### src/rtl/demosaic_pkg.sv
// Shared Bayer definitions for the mosaic encoder and the demosaic interpolators.
package demosaic_pkg;

   localparam int unsigned PIX_W_DEF = 10;

   // Phase of the 2x2 tile, named by its top-left and top-right / bottom rows
   typedef enum logic [1:0] {
      RGGB = 2'd0,
      GRBG = 2'd1,
      GBRG = 2'd2,
      BGGR = 2'd3
   } bayer_pattern_t;

   // Colour at each site index of an RGGB-referenced tile
   localparam logic [1:0] SITE_R  = 2'd0;
   localparam logic [1:0] SITE_GR = 2'd1;
   localparam logic [1:0] SITE_GB = 2'd2;
   localparam logic [1:0] SITE_B  = 2'd3;

   // XOR-ing the parity pair with the phase maps any pattern onto the RGGB site table
   function automatic logic [1:0] site_idx(input logic row_par, input logic col_par,
                                           input bayer_pattern_t pat);
      return {row_par, col_par} ^ 2'(pat);
   endfunction

endpackage

### src/rtl/bayer_mosaic_encoder_if.sv
// Pixel stream bundle: RGB input side (s_*) and raw mosaic output side (m_*).
interface bayer_mosaic_encoder_if
   import demosaic_pkg::*;
#(
   parameter int unsigned PIX_W = PIX_W_DEF
);
   logic [PIX_W-1:0] s_r;
   logic [PIX_W-1:0] s_g;
   logic [PIX_W-1:0] s_b;
   logic             s_valid;
   logic             s_sof;
   logic             s_eol;
   logic             s_ready;
   logic [PIX_W-1:0] m_data;
   logic             m_valid;
   logic             m_sof;
   logic             m_eol;
   logic             m_ready;

   // Encoder view
   modport slave (
      input  s_r, s_g, s_b, s_valid, s_sof, s_eol, m_ready,
      output s_ready, m_data, m_valid, m_sof, m_eol
   );

   // Source/sink view
   modport master (
      output s_r, s_g, s_b, s_valid, s_sof, s_eol, m_ready,
      input  s_ready, m_data, m_valid, m_sof, m_eol
   );
endinterface

### src/rtl/mosaic_skid_buf.sv
// Two-entry output buffer; o_ready is registered so i_ready never reaches it combinationally.
module mosaic_skid_buf #(
   parameter int unsigned WIDTH = 12
) (
   input  logic             clk,
   input  logic             rst_n,
   input  logic [WIDTH-1:0] i_data,
   input  logic             i_valid,
   output logic             o_ready,
   output logic [WIDTH-1:0] o_data,
   output logic             o_valid,
   input  logic             i_ready
);
   logic [WIDTH-1:0] r_mem [2];
   logic             r_wptr;
   logic             r_rptr;
   logic [1:0]       r_cnt;
   logic             r_ready;
   logic             w_push;
   logic             w_pop;
   logic [1:0]       w_cnt_nxt;

   // Occupancy bookkeeping
   always_comb begin
      w_push    = i_valid && r_ready;
      w_pop     = (r_cnt != 2'd0) && i_ready;
      w_cnt_nxt = r_cnt + {1'b0, w_push} - {1'b0, w_pop};
   end

   // Storage, pointers and the look-ahead ready flag
   always_ff @(posedge clk or negedge rst_n) begin
      if (!rst_n) begin
         r_mem[0] <= '0;
         r_mem[1] <= '0;
         r_wptr   <= 1'b0;
         r_rptr   <= 1'b0;
         r_cnt    <= 2'd0;
         r_ready  <= 1'b0;
      end else begin
         if (w_push) begin
            r_mem[r_wptr] <= i_data;
            r_wptr        <= ~r_wptr;
         end
         if (w_pop) begin
            r_rptr <= ~r_rptr;
         end
         r_cnt   <= w_cnt_nxt;
         r_ready <= (w_cnt_nxt != 2'd2);
      end
   end

   assign o_data  = r_mem[r_rptr];
   assign o_valid = (r_cnt != 2'd0);
   assign o_ready = r_ready;

endmodule

### src/rtl/bayer_mosaic_encoder.sv
// Converts an RGB pixel stream into a Bayer raw mosaic with line/frame sanity checks.
module bayer_mosaic_encoder
   import demosaic_pkg::*;
#(
   parameter int unsigned PIX_W     = PIX_W_DEF,
   parameter int unsigned IMG_WIDTH = 1920
) (
   input  logic                 clk,
   input  logic                 rst_n,
   input  logic [1:0]           cfg_pattern,
   bayer_mosaic_encoder_if.slave bus,
   input  logic                 err_clr,
   output logic                 err_width,
   output logic                 err_sof,
   output logic [15:0]          frame_cnt
);
   localparam int unsigned      CNT_W    = $clog2(IMG_WIDTH) + 1;
   localparam logic [CNT_W-1:0] LAST_COL = CNT_W'(IMG_WIDTH - 1);
   localparam logic [CNT_W-1:0] CNT_ONE  = CNT_W'(1);

   logic [CNT_W-1:0] r_col_cnt;
   logic             r_col_par;
   logic             r_row_par;
   bayer_pattern_t   r_pat;
   logic             r_err_width;
   logic             r_err_sof;
   logic [15:0]      r_frame_cnt;

   logic             w_s_ready;
   logic             w_in_fire;
   bayer_pattern_t   w_pat;
   logic [CNT_W-1:0] w_cur_cnt;
   logic             w_cur_col;
   logic             w_cur_row;
   logic             w_last;
   logic             w_line_end;
   logic [1:0]       w_idx;
   logic [PIX_W-1:0] w_pix;
   logic             w_set_width;
   logic             w_set_sof;
   logic [PIX_W+1:0] w_out;

   // Position of the current beat: a sof beat always sits at row 0 / col 0
   always_comb begin
      w_in_fire   = bus.s_valid && w_s_ready;
      w_pat       = bus.s_sof ? bayer_pattern_t'(cfg_pattern) : r_pat;
      w_cur_cnt   = bus.s_sof ? '0 : r_col_cnt;
      w_cur_col   = bus.s_sof ? 1'b0 : r_col_par;
      w_cur_row   = bus.s_sof ? 1'b0 : r_row_par;
      w_last      = (w_cur_cnt == LAST_COL);
      // A full-length line without eol is closed as if eol had been seen
      w_line_end  = bus.s_eol || w_last;
      w_idx       = site_idx(w_cur_row, w_cur_col, w_pat);
      w_set_width = w_in_fire && (bus.s_eol != w_last);
      w_set_sof   = w_in_fire && bus.s_sof && (r_col_cnt != '0);
   end

   // Site select: pass the chosen channel through untouched
   always_comb begin
      w_pix = bus.s_g;
      case (w_idx)
         SITE_R:  w_pix = bus.s_r;
         SITE_B:  w_pix = bus.s_b;
         default: w_pix = bus.s_g;
      endcase
   end

   // Line/frame tracking and sticky error flags
   always_ff @(posedge clk or negedge rst_n) begin
      if (!rst_n) begin
         r_col_cnt   <= '0;
         r_col_par   <= 1'b0;
         r_row_par   <= 1'b0;
         r_pat       <= RGGB;
         r_err_width <= 1'b0;
         r_err_sof   <= 1'b0;
         r_frame_cnt <= 16'd0;
      end else begin
         if (w_in_fire) begin
            r_pat <= w_pat;
            if (w_line_end) begin
               r_col_cnt <= '0;
               r_col_par <= 1'b0;
               r_row_par <= ~w_cur_row;
            end else begin
               r_col_cnt <= w_cur_cnt + CNT_ONE;
               r_col_par <= ~w_cur_col;
               r_row_par <= w_cur_row;
            end
            if (bus.s_sof) begin
               r_frame_cnt <= r_frame_cnt + 16'd1;
            end
         end
         // A set on the same cycle as err_clr takes priority
         if (w_set_width) begin
            r_err_width <= 1'b1;
         end else if (err_clr) begin
            r_err_width <= 1'b0;
         end
         if (w_set_sof) begin
            r_err_sof <= 1'b1;
         end else if (err_clr) begin
            r_err_sof <= 1'b0;
         end
      end
   end

   mosaic_skid_buf #(
      .WIDTH (PIX_W + 2)
   ) u_skid (
      .clk     (clk),
      .rst_n   (rst_n),
      .i_data  ({w_pix, bus.s_sof, bus.s_eol}),
      .i_valid (bus.s_valid),
      .o_ready (w_s_ready),
      .o_data  (w_out),
      .o_valid (bus.m_valid),
      .i_ready (bus.m_ready)
   );

   assign bus.s_ready = w_s_ready;
   assign bus.m_data  = w_out[PIX_W+1:2];
   assign bus.m_sof   = w_out[1];
   assign bus.m_eol   = w_out[0];
   assign err_width   = r_err_width;
   assign err_sof     = r_err_sof;
   assign frame_cnt   = r_frame_cnt;

endmodule

### src/flat_wrapper.sv
// flat-port wrapper written by rule: the top's interface ports become plain ports
module bayer_mosaic_encoder_flat import demosaic_pkg::*;
#(
   parameter int unsigned PIX_W     = PIX_W_DEF,
   parameter int unsigned IMG_WIDTH = 1920
)
  (clk, rst_n, cfg_pattern, err_clr, err_width, err_sof, frame_cnt, bus_s_r, bus_s_g, bus_s_b, bus_s_valid, bus_s_sof, bus_s_eol, bus_m_ready, bus_s_ready, bus_m_data, bus_m_valid, bus_m_sof, bus_m_eol);
  bayer_mosaic_encoder_if #(.PIX_W(PIX_W)) bus_i ();
  input  logic clk;
  input  logic rst_n;
  input  logic [1:0] cfg_pattern;
  input  logic err_clr;
  output logic err_width;
  output logic err_sof;
  output logic [15:0] frame_cnt;
  input wire logic [$bits(bus_i.s_r)-1:0] bus_s_r;
  input wire logic [$bits(bus_i.s_g)-1:0] bus_s_g;
  input wire logic [$bits(bus_i.s_b)-1:0] bus_s_b;
  input wire logic [$bits(bus_i.s_valid)-1:0] bus_s_valid;
  input wire logic [$bits(bus_i.s_sof)-1:0] bus_s_sof;
  input wire logic [$bits(bus_i.s_eol)-1:0] bus_s_eol;
  input wire logic [$bits(bus_i.m_ready)-1:0] bus_m_ready;
  output wire logic [$bits(bus_i.s_ready)-1:0] bus_s_ready;
  output wire logic [$bits(bus_i.m_data)-1:0] bus_m_data;
  output wire logic [$bits(bus_i.m_valid)-1:0] bus_m_valid;
  output wire logic [$bits(bus_i.m_sof)-1:0] bus_m_sof;
  output wire logic [$bits(bus_i.m_eol)-1:0] bus_m_eol;
  assign bus_i.s_r = bus_s_r;
  assign bus_i.s_g = bus_s_g;
  assign bus_i.s_b = bus_s_b;
  assign bus_i.s_valid = bus_s_valid;
  assign bus_i.s_sof = bus_s_sof;
  assign bus_i.s_eol = bus_s_eol;
  assign bus_i.m_ready = bus_m_ready;
  assign bus_s_ready = bus_i.s_ready;
  assign bus_m_data = bus_i.m_data;
  assign bus_m_valid = bus_i.m_valid;
  assign bus_m_sof = bus_i.m_sof;
  assign bus_m_eol = bus_i.m_eol;
  bayer_mosaic_encoder #(.PIX_W(PIX_W), .IMG_WIDTH(IMG_WIDTH)) u_core (.clk(clk), .rst_n(rst_n), .cfg_pattern(cfg_pattern), .bus(bus_i), .err_clr(err_clr), .err_width(err_width), .err_sof(err_sof), .frame_cnt(frame_cnt));
endmodule
### config.mk
export PLATFORM = sky130hd
export DESIGN_NAME = bayer_mosaic_encoder_flat
export DESIGN_NICKNAME = d
export VERILOG_FILES = /design/src/rtl/demosaic_pkg.sv /design/src/rtl/bayer_mosaic_encoder_if.sv /design/src/rtl/mosaic_skid_buf.sv /design/src/rtl/bayer_mosaic_encoder.sv /design/src/flat_wrapper.sv
export SDC_FILE = /design/constraint.sdc
export NUM_CORES = 1
export LEC_CHECK = 0
export CAP_MARGIN = 10
export CORE_UTILIZATION = 54
export CTS_CLUSTER_DIAMETER = 40
export DETAILED_ROUTE_END_ITERATION = 8
export PLACE_DENSITY = 0.87
export SYNTH_ARGS = -nofsm -noshare
export SYNTH_HDL_FRONTEND = slang
export SYNTH_SLANG_ARGS = --single-unit
### constraint.sdc
create_clock -name clk -period 4 [get_ports clk]
set_clock_uncertainty 0.1 [all_clocks]
set_input_delay 0.4 -clock clk [delete_from_list [all_inputs] [get_ports clk]]
set_output_delay 0.4 -clock clk [all_outputs]
set_load 0.03 [all_outputs]
==> results of run 1 <==
-- metal layers --
| metal | vias up | part of all wire |
|---|---|---|
| met5 | - | 0 |
| met1 | 1289 | 0.44 |
| met2 | 82 | 0.51 |
| li1 | 1259 | - |
| met3 | 11 | 0.040 |
| met4 | 0 | 0.016 |
-- Yosys cell counts (2+ instances only) --
master,instances,area share
a21oi_1,15,0.024
a22o_1,3,0.0083
a22oi_1,10,0.024
and2_1,3,0.0059
and2_2,2,0.0047
and3_1,5,0.0098
and4_1,2,0.0055
and4b_1,2,0.0063
buf_1,2,0.0024
buf_2,2,0.0031
buf_6,3,0.011
clkbuf_1,8,0.0094
dfrtp_1,63,0.50
ha_1,8,0.031
inv_1,9,0.011
mux2_2,18,0.064
nand2_1,44,0.052
nand2b_1,5,0.0098
nand3_1,12,0.019
nand4_1,7,0.014
nor2_1,18,0.021
nor2b_1,3,0.0059
nor4_1,2,0.0039
o211ai_1,2,0.0047
o21ai_0,35,0.055
o31ai_1,3,0.0071
or2_2,2,0.0039
or4_1,2,0.0047
xnor2_1,18,0.050
xor2_1,2,0.0055
-- power groups by stage --
stage          registers [mW]  clock network [mW]  logic, mW
6_report                0.972               0.599       1.15
4_1_cts                 0.973               0.606       1.16
3_5_place_dp            0.983                   0       1.14
5_1_grt                 0.998               0.632       1.25
2_1_floorplan           0.998                   0      0.727
3_3_place_gp            0.967                   0       1.12
-- registers in the layout, indices dropped and copies added, names as in the netlist, 2 cells and up --
| name | cells |
|---|---|
| u_core.frame_cnt | 16 |
| u_core.r_col_cnt | 12 |
| u_core.r_pat | 2 |
| u_core.u_skid.r_cnt | 2 |
| u_core.u_skid.r_mem | 24 |
-- logic make-up (layout without fill, tap and decap cells) --
group,Yosys count,in the layout,synth area share
and+or+nand+nor,115,115,0.1840
xor gates and xnor gates,20,20,0.05505
AOI/OAI and AO/OA,72,72,0.1325
muxes,18,18,0.06370
DFF,63,63,0.4955
buffers and inverters,25,98,0.03775
adders and majority gates,8,8,0.03146
-- through the flow --
stage                     cell area, sq um  setup slack [ns]  cells
after floorplan                       3182             1.143    321
after global placement                3904            0.8572    450
after detailed placement              3904            0.7643    450
after CTS                             4116             1.131    466
after global routing                  4116            0.9457    466
final                                 4116             1.095    466
-- final timing paths --
path | cells past startpoint | to | slack (ns) | startpoint
worst max-delay path | 11 | u_core.r_col_cnt[11] | 1.10 | bus_s_sof
worst min-delay path | 1 | u_core.u_skid.r_mem[3] | 0.06 | rst_n
worst max register to register | 10 | u_core.r_col_cnt[11] | 1.19 | u_core.r_col_cnt[0]
worst min register to register | 1 | u_core.frame_cnt[15] | 0.37 | u_core.frame_cnt[15]
max in group asynchronous | 2 | u_core.u_skid.r_mem[19] | 2.91 | rst_n
min in group clk | 1 | u_core.frame_cnt[15] | 0.37 | u_core.frame_cnt[15]
-- area by class of cell --
type | instances | area (sq um) | area share
Sequential cell | 63 | 1577 | 0.3830
Clock buffer | 10 | 127.6 | 0.03100
Tap cell | 72 | 90.09 | 0.02188
Timing Repair Buffer | 73 | 718.2 | 0.1745
Inverter | 9 | 33.78 | 0.008207
Clock inverter | 6 | 85.08 | 0.02067
Multi-Input combinational cell | 233 | 1485 | 0.3608
-- critical path: stages --
cell,delay (ns)
clkdlybuf4s50_1,0.54
nor2b_1,0.09
ha_1,0.23
and2_1,0.18
and2_2,0.22
nand4_1,0.12
ha_1,0.28
nor2b_2,0.32
nand2_1,0.17
or4_1,0.43
nand3_1,0.09
==> metrics.md, run 1 <==
| Metric | Value |
|---|---|
| Slew headroom | 0.4333 |
| CTS resizes | 0 |
| Pwr Total | 2.719 mW |
| Seq/Total Area, Yosys | 0.4955 |
| Period utilization | 0.7261 |
| Final Critical Period | 2.905 ns |
| Post-DRT Antenna Nets | 0 |
| # hold bufs at CTS | 0 |
| Synth Instances | 321 |
| Global-route wire length before repair | 12.12 mm |
| Hold WC Path Type | in -> async |
| Power per cell area | 660.6 mW/mm^2 |
| Antenna violations before repair | 0 |
| Crit path DAT | 3.09 ns |
| Post-DP HPWL | 5.207 mm |
| Asr flop ratio synth | 1.000 |
| Die X | 78.76 um |
| Switching Fraction | 0.3818 |
| Ys Warns | 0 |
| RSZ-0062 raised after global routing | false |
| Status | complete, no violations |
| Synthesized area | 0.003182 sq mm |
| Setup TNS | 0 ns |
| Final Max Slew Viols | 0 |
| H-tree depth | 3 |
| Prevailing post-synth register cell | dfrtp_1 |
| Clock power share | 0.220 |
| Internal Power | 1.681 mW |
| CORE AREA | 0.005608 sq mm |
| VDD IR max | 454.4 uV |
| Fill count | 418 |
| P_sw | 1.038 mW |
| Setup-failing EPs final | 0 |
| Most frequent cells in the layout | 69 x clkdlybuf4s50_1, 63 x dfrtp_1, 44 x nand2_1 |
| Number of port buffers | 70 |
| Share of layout cells above drive strength 1 | 0.1117 |
| Clk pin slew, worst setup/hold paths | 0.07 ns |
| DRT iter0 DRCs | 151 |
| Met3 Track Usage GR | 0.04943 |
| Max FO, Critical Path | 7 |
| Routed WL | 7.318 mm |
| Met1 Resource Use GR | 0.3167 |
| CTS tree | done |
| Antenna diodes | 0 |
| Startpoint types | input port |
| P_leak | 1.792 nW |
| Die H | 78.76 um |
| Crit. End Element | flop |
| Post-synth EDFFs | 0 |
| Root Buffer | clkbuf_8 |
| Routability Congestion | 0.8590 |
| Setup Buffers After CTS | 0 |
| Met2 Use GR | 0.4443 |
| Max Root-Sink Buffers | 2 |
| Die area | 0.006203 sq mm |
| Grt peak-use layer | met2 |
| Drt first pass iters | 5 |
| Area grow syn2layout | 29.37% |
| Via count | 2,641 |
| Minimum hold slack | 0.06006 ns |
| GRT Total Usage | 0.2589 |
| Synthesized area per cell | 9.912 sq um |
| Sequential share of power | 0.358 |
| WL/cell | 15.70 um |
| Std cell rows | 27 |
| Largest net degree at the start of global routing | 41 |
| Most common cell after layout, fill and taps aside | clkdlybuf4s50_1 |
| Clk sinks | 63 |
| # IOs | 71 |
| Vias in the first global route | 2,591 |
| Final Hold Vio Count | 0 |
| Req. time, crit path | 4.19 ns |
| Max Fclk | 344.3 MHz |
| Post-route DRC | 0 |
| Net count reported at finish | 436 |
| Worst skew pair latency | 0.35 ns |
| CTS buffer count | 9 |
| Crit Path Class | in -> reg |
| Worst-Margin Slew | 0.8500 ns |
| Total gr overflow | 0 |
| Initial core utilization | 0.5674 |
| Combinational share of power | 0.422 |
| Post-Route Utilization | 0.7340 |
| Via-per-instance ratio | 5.667 |
| Number of synthesized register bits | 63 |
| Mapped Nets | 368 |
| Library cells used by synthesis | 41 |
| Max Cap Viol | 0 |
No activity file was read; power rests on OpenSTA's default activity.
==> run 2, diff against run 1 <==
--- a/config.mk
+++ b/config.mk
@@ -6,10 +6,10 @@
 export NUM_CORES = 1
 export LEC_CHECK = 0
 export CAP_MARGIN = 10
-export CORE_UTILIZATION = 54
+export CORE_UTILIZATION = 50
 export CTS_CLUSTER_DIAMETER = 40
 export DETAILED_ROUTE_END_ITERATION = 8
-export PLACE_DENSITY = 0.87
+export PLACE_DENSITY = 0.81
 export SYNTH_ARGS = -nofsm -noshare
 export SYNTH_HDL_FRONTEND = slang
 export SYNTH_SLANG_ARGS = --single-unit
==> constraint.sdc (replaced) <==
create_clock -name clk -period 2.8 [get_ports clk]
set_clock_uncertainty 0.1 [all_clocks]
set_input_delay 0.28 -clock clk [delete_from_list [all_inputs] [get_ports clk]]
set_output_delay 0.28 -clock clk [all_outputs]
set_load 0.03 [all_outputs]
==> metrics.md, run 2 (same netlist as run 1, synthesis figures left out) <==
| Metric | Value |
|---|---|
| Status | finished, violations left |
| Failing checks | hold timing |
| Period utilization | 0.9022 |
| Sequential share of power | 0.360 |
| Std cell rows | 28 |
| Max Cap Viol | 0 |
| Antenna diodes | 0 |
| Area grow syn2layout | 31.14% |
| Post-route DRC | 0 |
| P_leak | 1.831 nW |
| Top cell family by delay on the critical path | simple AND/OR/NAND/NOR gates |
| Crit. End Element | flop |
| Die H | 81.77 um |
| DRT iter0 DRCs | 154 |
| Fill count | 468 |
| Setup Buffers After CTS | 0 |
| Routed WL | 7.245 mm |
| H-tree depth | 3 |
| Final Cell Area | 0.004173 sq mm |
| Via-per-instance ratio | 5.516 |
| Minimum hold slack | -0.003004 ns |
| Final Critical Period | 2.526 ns |
| Pre-CTS setup slack | 0.02429 ns |
| Setup-failing EPs final | 0 |
| Internal Power | 2.383 mW |
| Worst R2R Start | u_core.r_col_cnt[0] |
| Worst R2R Setup Slack | 0.27 ns |
| Vias in the first global route | 2,506 |
| Largest stage delay on the critical path | 0.42 ns |
| Worst skew pair latency | 0.34 ns |
| Via count | 2,631 |
| Final Max Slew Viols | 0 |
| Initial core utilization | 0.5280 |
| GRT Total Usage | 0.2373 |
| WL/cell | 15.19 um |
| # IOs | 71 |
| Reg-to-reg critical path endpoint | u_core.r_col_cnt[8] |
| VDD IR max | 674.7 uV |
| Total gr overflow | 0 |
| Clk sinks | 63 |
| Largest Register | u_core.u_skid.r_mem |
| Switching Fraction | 0.3797 |
| Slew headroom | 0.4757 |
| Max reg flops | 24 |
| Req. time, crit path | 2.92 ns |
| CTS resizes | 0 |
| Final worst slack | 0.2740 ns |
| Global-route wire length before repair | 11.89 mm |
| Root Buffer | clkbuf_8 |
| Routability Congestion | 0.8791 |
| Max FO, Critical Path | 6 |
| Max Fclk | 395.9 MHz |
| Most frequent cells in the layout | 69 x clkdlybuf4s50_1, 63 x dfrtp_1, 44 x nand2_1 |
| CTS tree | done |
| Startpoint types | flop |
| Hold WC Path Type | in -> async |
| Combinational share of power | 0.432 |
| CTS buffer count | 9 |
| Die area | 0.006686 sq mm |
| Crit Path Class | reg -> reg |
| Clk pin slew, worst setup/hold paths | 0.07 ns |
| CP cell instances | nor2b_1 > ha_1 > and2_1 > and2_2 > nand4_1 > ha_1 > buf_4 > nand2b_1 > a41oi_1 > o21ai_0 > o31ai_1 |
| Worst-Margin Slew | 0.7864 ns |
| Crit path DAT | 2.65 ns |
| Die X | 81.77 um |
| Most common cell after layout, fill and taps aside | clkdlybuf4s50_1 |
| Power per cell area | 920.8 mW/mm^2 |
| # hold bufs at CTS | 0 |
| Post-DRT Antenna Nets | 0 |
| Largest net degree at the start of global routing | 64 |
| Net count reported at finish | 445 |
| CORE AREA | 0.006026 sq mm |
| Worst Reg-to-Reg Cells | 11 |
| Highest-delay cell along the critical path | dfrtp_1 |
| Setup TNS | 0 ns |
| Final Hold Vio Count | 2 |
| Share of layout cells above drive strength 1 | 0.1294 |
| DP Area | 0.003975 sq mm |
| Max Root-Sink Buffers | 2 |
| Number of port buffers | 70 |
| CP Buf/Inv Count | 1 |
| Most frequent CP cell | ha_1 |
| P_sw | 1.459 mW |
| Drt first pass iters | 4 |
| Clock power share | 0.208 |
| Antenna violations before repair | 0 |
| Post-DP HPWL | 4.963 mm |
| RSZ-0062 raised after global routing | false |
[run 2: changes by cell type in the layout (fill, tap and decap cells not counted)]
cell        previous run  this run
bufinv_16              2         1
clkinvlp_4             2         1
clkbuf_8               9        11
buf_4                  3        12
clkinv_2               2         1
[run 2: cell type report]
| class | instances | area [sq um] | share of cell area |
|---|---|---|---|
| Clock buffer | 12 | 155.1 | 0.03718 |
| Clock inverter | 3 | 42.54 | 0.01019 |
| Inverter | 9 | 33.78 | 0.008096 |
| Multi-Input combinational cell | 233 | 1485 | 0.3559 |
| Sequential cell | 63 | 1577 | 0.3778 |
| Tap cell | 75 | 93.84 | 0.02249 |
| Timing Repair Buffer | 82 | 785.8 | 0.1883 |
[run 2: power groups by stage]
stage	clock network (mW)	logic, mW	registers (mW)
2_1_floorplan	0	1.04	1.43
3_3_place_gp	0	1.63	1.38
3_5_place_dp	0	1.67	1.40
4_1_cts	0.811	1.68	1.39
5_1_grt	0.851	1.81	1.42
6_report	0.798	1.66	1.38
[run 2: how the worst max path moves through the flow]
stage,cells after the start,slack (ns),to,startpoint
after floorplan,12,0.06,u_core.r_col_cnt[11],bus_s_sof
after global placement,11,0.11,u_core.r_col_cnt[11],bus_s_sof
after detailed placement,11,0.02,u_core.r_col_cnt[11],bus_s_sof
after CTS,10,0.30,u_core.r_row_par,u_core.r_col_cnt[0]
after global routing,11,0.05,u_core.r_col_cnt[8],u_core.r_col_cnt[0]
final,11,0.27,u_core.r_col_cnt[8],u_core.r_col_cnt[0]
[run 2: per-stage QoR]
stage	power (mW)	utilization	cells
after global placement	3.016	0.6597	462
after CTS	3.872	0.6925	477
after detailed placement	3.067	0.6597	462
after floorplan	2.464	-	321
final	3.842	0.6925	477
after global routing	4.085	0.6925	477
[run 2: per-layer routing]
| layer | vias to the layer above | track usage | wire, um |
|---|---|---|---|
| met4 | 0 | 0.09298 | 166 |
| met1 | 1273 | 0.3097 | 3226 |
| li1 | 1276 | - | - |
| met3 | 16 | 0.06111 | 338 |
| met5 | - | 0 | 0 |
| met2 | 66 | 0.3760 | 3514 |
==> run 3, diff against run 2 <==
--- a/config.mk
+++ b/config.mk
@@ -6,10 +6,11 @@
 export NUM_CORES = 1
 export LEC_CHECK = 0
 export CAP_MARGIN = 10
-export CORE_UTILIZATION = 50
+export CORE_UTILIZATION = 51
 export CTS_CLUSTER_DIAMETER = 40
 export DETAILED_ROUTE_END_ITERATION = 8
-export PLACE_DENSITY = 0.81
+export PLACE_DENSITY = 0.82
 export SYNTH_ARGS = -nofsm -noshare
 export SYNTH_HDL_FRONTEND = slang
+export SYNTH_HIERARCHICAL = 1
 export SYNTH_SLANG_ARGS = --single-unit
==> metrics.md, run 3 <==
| Metric | Value |
|---|---|
| Via count | 2,628 |
| Synth area leader | dfrtp_1 |
| Worst R2R Setup Slack | 0.52 ns |
| Net count reported at finish | 436 |
| Worst-Margin Slew | 0.7830 ns |
| Library cells used by synthesis | 53 |
| Met2 Use GR | 0.3845 |
| Max Root-Sink Buffers | 2 |
| Ys Warns | 6 |
| Top-area cell type share of the netlist area | 0.4691 |
| Minimum hold slack | 0.001277 ns |
| Global-route wire length before repair | 12.77 mm |
| Seq/Total Area, Yosys | 0.4691 |
| Via-per-instance ratio | 5.580 |
| Std cell rows | 29 |
| Die area | 0.006918 sq mm |
| Hold WC Path Type | in -> async |
| Share of layout cells above drive strength 1 | 0.1726 |
| WL/cell | 16.17 um |
| Post-DRT Antenna Nets | 0 |
| P_leak | 1.911 nW |
| Met1 Resource Use GR | 0.3106 |
| Number of port buffers | 70 |
| Grt peak-use layer | met2 |
| Crit Path Class | reg -> out |
| Area grow syn2layout | 29.00% |
| Number of synthesized register bits | 63 |
| Post-DP HPWL | 5.461 mm |
| Setup TNS | 0 ns |
| # hold bufs at CTS | 0 |
| Die H | 83.18 um |
| Pre-CTS setup slack | 0.1165 ns |
| Largest Register | u_core/u_skid/r_mem |
| CP Buf/Inv Count | 1 |
| Highest-delay cell along the critical path | dfrtp_1 |
| Most frequent cells in the layout | 69 x clkdlybuf4s50_1, 63 x dfrtp_1, 48 x nand2_1 |
| Final Critical Period | 2.451 ns |
| DP Area | 0.004139 sq mm |
| Met3 Track Usage GR | 0.05765 |
| Asr flop ratio synth | 1.000 |
| GRT Total Usage | 0.2336 |
| Largest net degree at the start of global routing | 64 |
| Clk sinks | 63 |
| Antenna violations before repair | 0 |
| CTS buffer count | 9 |
| Setup crit end | bus_m_data[8] |
| Req. time, crit path | 2.42 ns |
| Period utilization | 0.8753 |
| CTS resizes | 0 |
| Final Hold Vio Count | 0 |
| CORE AREA | 0.006350 sq mm |
| Crit path DAT | 2.07 ns |
| Crit. End Element | primary output |
| Crit path depth | 2 |
| Setup-failing EPs final | 0 |
| Max FO, Critical Path | 13 |
| Largest stage delay on the critical path | 0.72 ns |
| Commonest cells post-synth | 63 x dfrtp_1, 48 x nand2_1, 27 x mux2_2 |
| Post-synth EDFFs | 0 |
| Setup Buffers After CTS | 0 |
| Fill count | 480 |
| Worst Reg-to-Reg Cells | 8 |
| Power per cell area | 920.3 mW/mm^2 |
| Synth top area cells | dfrtp_1 47%, mux2_2 9.0%, nand2_1 5.4% |
| Status | complete, no violations |
| RSZ-0062 raised after global routing | false |
| Clk pin slew, worst setup/hold paths | 0.07 ns |
| Max reg flops | 24 |
| Routed WL | 7.618 mm |
| Antenna diodes | 0 |
| Post-route DRC | 0 |
| Reg-to-reg critical path endpoint | u_core/r_col_cnt[8] |
| Final worst slack | 0.3493 ns |
| Root Buffer | clkbuf_8 |
| Mapped Nets | 361 |
| Worst skew pair latency | 0.34 ns |
| Routability Congestion | 0.9305 |
| Synthesized area per cell | 10.67 sq um |
| VDD IR max | 702.9 uV |
| Final Max Slew Viols | 0 |
| Pwr Total | 3.990 mW |
| Count leader, synth | dfrtp_1 |
| Final Cell Area | 0.004335 sq mm |
| Crit path from | u_core/u_skid/r_rptr |
| Top cell family by delay on the critical path | flip-flops |
| Startpoint types | flop |
| DRT iter0 DRCs | 128 |
| Final Non-Filler Cells | 471 |
| Total gr overflow | 0 |
| CTS tree | done |
| Die X | 83.18 um |
| Worst R2R Start | u_core/r_col_cnt[2] |
| Most common cell after layout, fill and taps aside | clkdlybuf4s50_1 |
| Synthesized area | 0.003361 sq mm |
| DP Cell Count | 456 |
| Max Cap Viol | 0 |
| Initial core utilization | 0.5293 |
| Slew headroom | 0.4780 |
| # IOs | 71 |
| Vias in the first global route | 2,664 |
| Drt first pass iters | 4 |
| Post-Route Utilization | 0.6828 |
| H-tree depth | 3 |
| Max Fclk | 408.0 MHz |
| Prevailing post-synth register cell | dfrtp_1 |
| CP cell instances | mux2_2 > clkdlybuf4s50_1 |
| Synth Instances | 315 |
run 3: cell types whose count changed in the layout (fill, tap and decap cells not counted), sizes merged, moves of 3 or more:
cell and change:
nor2 -10, mux2 +18, mux2i +3, buf -4, o21ai -15, a21oi -11, nand2 +5
run 3: kinds of logic (layout without fill, tap and decap cells):
group | after synthesis | in the layout | synth area share
xor+xnor | 20 | 20 | 0.05212
compound gates | 49 | 49 | 0.09197
simple gates | 116 | 116 | 0.1839
mux | 39 | 39 | 0.1396
fa+ha+maj | 7 | 7 | 0.02606
buf+inv | 21 | 100 | 0.03723
flops | 63 | 63 | 0.4691
run 3: cell type report:
type / instances / area, sq um / area share
clock buffer: 10 / 137.6 / 0.03175
clock inverter: 5 / 58.81 / 0.01356
inverter: 7 / 26.28 / 0.006061
multi-input combinational: 231 / 1659 / 0.3827
sequential: 63 / 1577 / 0.3636
tap: 77 / 96.34 / 0.02222
timing repair buffer: 78 / 780.7 / 0.1801
run 3: routing by layer:
| layer | vias to the layer above | share of wire |
|---|---|---|
| li1 | 1265 | - |
| met1 | 1274 | 0.44 |
| met2 | 81 | 0.51 |
| met3 | 8 | 0.046 |
| met4 | 0 | 0.0085 |
| met5 | - | 0 |
run 3: worst min-delay path by stage:
stage                          from              endpoint
5_1_grt                       rst_n   u_core/frame_cnt[3]
2_1_floorplan                 rst_n        u_core/err_sof
4_1_cts                       rst_n   u_core/frame_cnt[3]
6_report                      rst_n   u_core/frame_cnt[3]
3_5_place_dp                  rst_n   u_core/frame_cnt[3]
3_3_place_gp   u_core/frame_cnt[15]  u_core/frame_cnt[15]
run 3: report_power, final:
group	leakage, nW	total, mW	switching, mW	internal [mW]
clock	0.0944	0.780	0.351	0.430
sequential	0.813	1.42	0.240	1.18
combinational	1.00	1.79	0.894	0.898
total	1.91	3.99	1.48	2.51
